--- config.mk ---
export PLATFORM = sky130hd
export DESIGN_NAME = fc_input_loader_flat
export DESIGN_NICKNAME = d
export VERILOG_FILES = /design/src/rtl/fc_input_loader_if.sv /design/src/rtl/fc_input_loader.sv /design/src/flat_wrapper.sv
export SDC_FILE = /design/constraint.sdc
export NUM_CORES = 2
export LEC_CHECK = 0
export CORE_AREA = 2 2 403 405
export DETAILED_ROUTE_END_ITERATION = 10
export DIE_AREA = 0 0 405 407
export PLACE_DENSITY = 0.55
export SYNTH_ARGS = -nofsm -noshare
export SYNTH_HDL_FRONTEND = slang
export SYNTH_SLANG_ARGS = --single-unit
--- constraint.sdc ---
create_clock -name clk -period 3.74 [get_ports clk]
set_input_delay 0.935 -clock clk [delete_from_list [all_inputs] [get_ports clk]]
set_output_delay 0.935 -clock clk [all_outputs]
set_load 0.02 [all_outputs]
--- src/rtl/fc_input_loader_if.sv ---
// Stream-in / vector-out bundle between the upstream producer, the loader and the FC layer.
// master: producer + consumer side (drives beats and x_ready).
// slave:  the loader itself.
interface fc_input_loader_if #(
    parameter int WIDTH = 8,
    parameter int IN    = 128
);
    // Upstream activation stream
    logic [WIDTH-1:0] s_data;
    logic             s_valid;
    logic             s_last;
    logic             s_ready;

    // Assembled vector towards the layer
    logic [WIDTH-1:0] x [0:IN-1];
    logic             x_valid;
    logic             x_ready;
    logic             frame_err;

    modport master (
        output s_data,
        output s_valid,
        output s_last,
        output x_ready,
        input  s_ready,
        input  x,
        input  x_valid,
        input  frame_err
    );

    modport slave (
        input  s_data,
        input  s_valid,
        input  s_last,
        input  x_ready,
        output s_ready,
        output x,
        output x_valid,
        output frame_err
    );
endinterface

--- src/rtl/fc_input_loader.sv ---
// Serial-to-parallel activation loader: collects IN beats into a register bank, checks the
// frame length against s_last, and presents the full vector with a valid/ready handshake.
module fc_input_loader #(
    parameter int WIDTH = 8,
    parameter int IN    = 128
) (
    input  logic              clk,
    input  logic              rst_n,
    fc_input_loader_if.slave  bus
);
    localparam int CntW = (IN > 1) ? $clog2(IN) : 1;

    typedef enum logic [1:0] {
        StFill = 2'd0,
        StHold = 2'd1,
        StDrop = 2'd2
    } state_e;

    state_e           state_q, state_d;
    logic [CntW-1:0]  cnt_q, cnt_d;
    logic [WIDTH-1:0] x_q [IN];
    logic             x_valid_q;
    logic             frame_err_q, frame_err_d;
    logic             s_ready;
    logic             accept;
    logic             last_slot;
    logic             wr_en;

    assign accept    = bus.s_valid && s_ready;
    assign last_slot = (cnt_q == CntW'(IN - 1));

    // State register
    always_ff @(posedge clk) begin
        if (!rst_n) begin
            state_q <= StFill;
        end else begin
            state_q <= state_d;
        end
    end

    // Next-state: frame completes in HOLD, overruns in DROP, short frames stay in FILL
    always_comb begin
        state_d = state_q;
        unique case (state_q)
            StFill: begin
                if (accept && last_slot) begin
                    state_d = bus.s_last ? StHold : StDrop;
                end
            end
            StDrop: begin
                if (accept && bus.s_last) begin
                    state_d = StFill;
                end
            end
            StHold: begin
                // The beat offered in the acknowledge cycle is not taken: one bubble
                if (bus.x_ready) begin
                    state_d = StFill;
                end
            end
            default: state_d = StFill;
        endcase
    end

    // Outputs decoded from registered state only (no path from s_valid or x_ready)
    always_comb begin
        s_ready = (state_q != StHold);
    end

    // Write index, bank write enable and error detection for the FILL state
    always_comb begin
        cnt_d       = cnt_q;
        wr_en       = 1'b0;
        frame_err_d = 1'b0;
        if (state_q == StFill && accept) begin
            if (!last_slot) begin
                if (bus.s_last) begin
                    // Short frame: discard the beat and restart
                    cnt_d       = '0;
                    frame_err_d = 1'b1;
                end else begin
                    wr_en = 1'b1;
                    cnt_d = cnt_q + CntW'(1);
                end
            end else begin
                cnt_d = '0;
                if (bus.s_last) begin
                    wr_en = 1'b1;
                end else begin
                    // Long frame: flag once here, DROP swallows the rest silently
                    frame_err_d = 1'b1;
                end
            end
        end
    end

    // Register bank; only written in FILL, so it stays frozen while HOLD presents it
    always_ff @(posedge clk) begin
        if (!rst_n) begin
            for (int i = 0; i < IN; i++) begin
                x_q[i] <= '0;
            end
        end else if (wr_en) begin
            x_q[cnt_q] <= bus.s_data;
        end
    end

    // Index and registered status flags
    always_ff @(posedge clk) begin
        if (!rst_n) begin
            cnt_q       <= '0;
            x_valid_q   <= 1'b0;
            frame_err_q <= 1'b0;
        end else begin
            cnt_q       <= cnt_d;
            x_valid_q   <= (state_d == StHold);
            frame_err_q <= frame_err_d;
        end
    end

    assign bus.s_ready   = s_ready;
    assign bus.x_valid   = x_valid_q;
    assign bus.frame_err = frame_err_q;
    assign bus.x         = x_q;
endmodule
--- src/flat_wrapper.sv ---
// flat-port wrapper written by rule: the top's interface ports become plain ports
module fc_input_loader_flat 
#(
    parameter int WIDTH = 8,
    parameter int IN    = 128
)
  (clk, rst_n, bus_s_data, bus_s_valid, bus_s_last, bus_x_ready, bus_s_ready, bus_x, bus_x_valid, bus_frame_err);
  fc_input_loader_if #(.WIDTH(WIDTH), .IN(IN)) bus_i ();
  input  logic clk;
  input  logic rst_n;
  input wire logic [$bits(bus_i.s_data)-1:0] bus_s_data;
  input wire logic [$bits(bus_i.s_valid)-1:0] bus_s_valid;
  input wire logic [$bits(bus_i.s_last)-1:0] bus_s_last;
  input wire logic [$bits(bus_i.x_ready)-1:0] bus_x_ready;
  output wire logic [$bits(bus_i.s_ready)-1:0] bus_s_ready;
  output wire logic [$bits(bus_i.x)-1:0] bus_x;
  output wire logic [$bits(bus_i.x_valid)-1:0] bus_x_valid;
  output wire logic [$bits(bus_i.frame_err)-1:0] bus_frame_err;
  assign bus_i.s_data = bus_s_data;
  assign bus_i.s_valid = bus_s_valid;
  assign bus_i.s_last = bus_s_last;
  assign bus_i.x_ready = bus_x_ready;
  assign bus_s_ready = bus_i.s_ready;
  assign bus_x = {>>{bus_i.x}};
  assign bus_x_valid = bus_i.x_valid;
  assign bus_frame_err = bus_i.frame_err;
  fc_input_loader #(.WIDTH(WIDTH), .IN(IN)) u_core (.clk(clk), .rst_n(rst_n), .bus(bus_i));
endmodule
==> implementation parameters <==
Parameter                              Value

Cells and area
  Number of nets in the layout    4,634
  Commonest non-fill, non-tap cells in the layout    dfxtp_1, clkdlybuf4s50_1, mux2i_1
  Area of the multi-input gates    16,710 sq um
  Combined flip-flop and latch cell area    20,720 sq um
  Most common cell after layout, fill and taps aside    dfxtp_1
  Share of layout cells above drive strength 1    9.766%
  Layout overhead on the synthesized area    44.54%
  Number of fill cells    16,100

Placed design
  Placed wire-length estimate after detailed placement    113.4 mm
  GP Congestion    0.7884
  Port-buffer cells    1,039

Worst setup path
  Kind of launch point of the worst setup path    flip-flop
  Maximum fanout count along the critical path    6
  Worst Path Arrival    2220 ps
  Startpoint of the worst setup timing path    u_core.state_q[1]
  Setup crit end kind    output pin
  Slack of the worst reg-to-reg path    750 ps
  Endpoint of the lowest-slack register-to-register path    u_core.bus.x[470]
  Timing endpoint of the critical path    bus_s_ready
  Start-to-end type of the worst setup path    flip-flop to output pin
  Startpoint of the worst register-to-register path    u_core.cnt_q[5]
  Required time at the endpoint of the critical path    2800 ps
  R2R depth    4

Synth
  Dominant synthesized flop cell    dfxtp_1
  Gate count of the mapped netlist    3,632
  Post-synth EDFFs    0
  Share of async-settable or async-resettable flops after synthesis    0%
  Number of synthesized register bits    1,035
  Syn nets    3,646
  Count of distinct cell types in the synthesized netlist    51
  Area share of the largest cell type after synthesis    53.75%
  Ys Warns    0
  Sequential fraction of the synthesis area    53.75%
  Leading post-synthesis cells by cell area    dfxtp_1, mux2i_1, nand2_1, nor2_1, clkbuf_1
  Netlist Area Pre-Place    38,550 sq um
  Yosys top cell by area    dfxtp_1
  Avg Cell Area, Syn    10.61 sq um

STA
  Final hold vios    0
  Number of pins exceeding their max-slew limit in the final report    0
  RSZ-0062 raised after global routing    no
  Worst slew margin relative to its limit    28.91%
  Minimum period implied by the final worst setup slack    3155 ps
  Fin Setup TNS    0 ps
  Actual transition at the worst max-transition pin    1066 ps
  Hold Worst Slack    453.2 ps
  Highest clock rate    316.9 MHz
  Layout Skew    80.29 ps
  Final-report setup violation count    0
  Fraction of the cycle the final worst path needs    84.37%

GRT
  GR Util All Layers    18.61%
  Vias in the first global route    29,270
  Maximum number of pins on one net before global-route repair    139
  Congestion Overflow GR    0
  First-pass GRT wire length    222.1 mm
  Initial antenna violation count    7

Power
  Lkg Pwr    24.36 nW
  Largest voltage drop on the vdd net    0.3843 mV
  Clock network fraction of design power    49.7%
  Share of total power in sequential cells    47.1%
  Total internal power    0.01791 W
  Switching power share of the total    23.62%
  Power spent charging and discharging nets    0.005537 W
  Power per cell area    420.8 nW/um^2
  Comb pwr share    3.2%

CTS
  CTS root buf    clkbuf_16
  Clock tree sinks    1,035
  Clock tree from TritonCTS    yes
  Deepest clock path buffer count    3
  Number of buffers inserted by post-CTS setup repair    0
  Clock transition at the registers of the reported paths    60 ps
  Maximum level of the CTS H-tree    3
  TritonCTS buffer count    117
  Hold-fix buffers, CTS    0
  Clock latency at the later pin of the worst-skew pair    760 ps
  Cells resized by post-CTS repair    0

Detailed routing
  Mean number of vias per cell    4.354
  Number of design-rule violations left by the first detailed-router iteration    1,698
  Residual DRC count    0
  Met3 wire len    10.48 mm
  Wire per inst    23.35 um
  Routed Wire Length    160.5 mm
  Count of antenna-violating nets left after detailed routing    0
  Total number of vias    29,930
  Metal1 wirelength    63.15 mm
  First-pass iteration count of the detailed router    5
  Top routing layer in use    met4
  Routed length on met2    79.67 mm

Die
  I/O pin count    1,040
  Die Outline Area    164,800 sq um
  Die span in x    405 um
  Initial core utilization    24.06%
  Die Height    407 um
  Core area    160,200 sq um
  Number of cell rows    147

Job
  Number of violations of the max-capacitance limit    0

Outcome
  Status    finished, final reports clean

Hold path
  Hold Path Class    flip-flop to flip-flop
-- cell usage after synthesis (4+ instances only) --
| master | number |
|---|---|
| dfxtp_1 | 1035 |
| mux2i_1 | 1024 |
| nand2_1 | 584 |
| nor2_1 | 499 |
| clkbuf_1 | 233 |
| nand4_2 | 64 |
| buf_2 | 47 |
| nor3_4 | 37 |
| buf_4 | 12 |
| and4_1 | 9 |
| nand4_4 | 9 |
| nor3_1 | 8 |
| nand2b_1 | 5 |
| nand4b_1 | 5 |
| nor3b_1 | 5 |
| buf_6 | 4 |
| nor2b_1 | 4 |
| or3_1 | 4 |
-- stage by stage --
stage,area (sq um),instances,worst slack [ps],total power (W),util [%]
final,55710,6874,584.7,0.02344,34.78
after CTS,55700,6870,403.9,0.02374,34.77
after floorplan,38550,3632,1383,0.01169,-
after global routing,55710,6873,415.2,0.02420,34.78
after global placement,51800,6661,288.4,0.01206,32.33
after detailed placement,51800,6661,233.0,0.01206,32.33
-- layout make-up --
cell class | count | share of cell area [%]
Sequential cell | 1035 | 37.19
Multi-Input combinational cell | 2296 | 29.99
Timing Repair Buffer | 1169 | 20.92
Clock buffer | 174 | 6.124
Tap cell | 2160 | 4.851
Clock inverter | 35 | 0.8848
Inverter | 1 | 0.02021
Antenna cell | 4 | 0.01797
-- worst max-delay path, stage by stage, from the launching register on --
cell and delay (ps):
dfxtp_1 490, nand2b_1 300, clkdlybuf4s50_1 740
-- registers in the layout, summed over array words and instances (netlist names) --
register              count
u_core.cnt_q              7
u_core.bus.x           1024
u_core.bus.x_valid        1
u_core.bus.frame_err      1
u_core.state_q            2
-- power by group through the flow --
stage	registers, W	clock network (W)	logic, W
6_report	0.0110	0.0116	0.000757
5_1_grt	0.0110	0.0124	0.000803
4_1_cts	0.0110	0.0119	0.000781
3_5_place_dp	0.0113	0	0.000780
3_3_place_gp	0.0113	0	0.000781
2_1_floorplan	0.0113	0	0.000401
-- logic make-up after synthesis --
group	synth area share [%]
xor gates and xnor gates	0.09091
buffers and inverters	3.308
muxes	26.59
AOI/OAI and AO/OA	0.2889
DFF	53.75
and+or+nand+nor	15.93
adders and majority gates	0.03245
-- per-layer routing --
| metal | up-vias | global-route usage, % |
|---|---|---|
| met5 | - | 0 |
| met4 | 0 | 8.353 |
| met3 | 253 | 5.113 |
| met2 | 925 | 32.22 |
| met1 | 14620 | 21.30 |
| li1 | 14130 | - |
-- worst min-delay path by stage --
stage                      startpoint                 to  depth (start not counted)  slack (ps)
global route         u_core.bus.x[35]   u_core.bus.x[35]                          2         460
detailed placement  u_core.bus.x[473]  u_core.bus.x[473]                          2         440
finish              u_core.bus.x[911]  u_core.bus.x[911]                          2         450
CTS                 u_core.bus.x[861]  u_core.bus.x[861]                          2         460
floorplan            u_core.bus.x[10]   u_core.bus.x[10]                          2         530
global placement    u_core.bus.x[713]  u_core.bus.x[713]                          2         440
No activity file was read; power rests on OpenSTA's default activity.
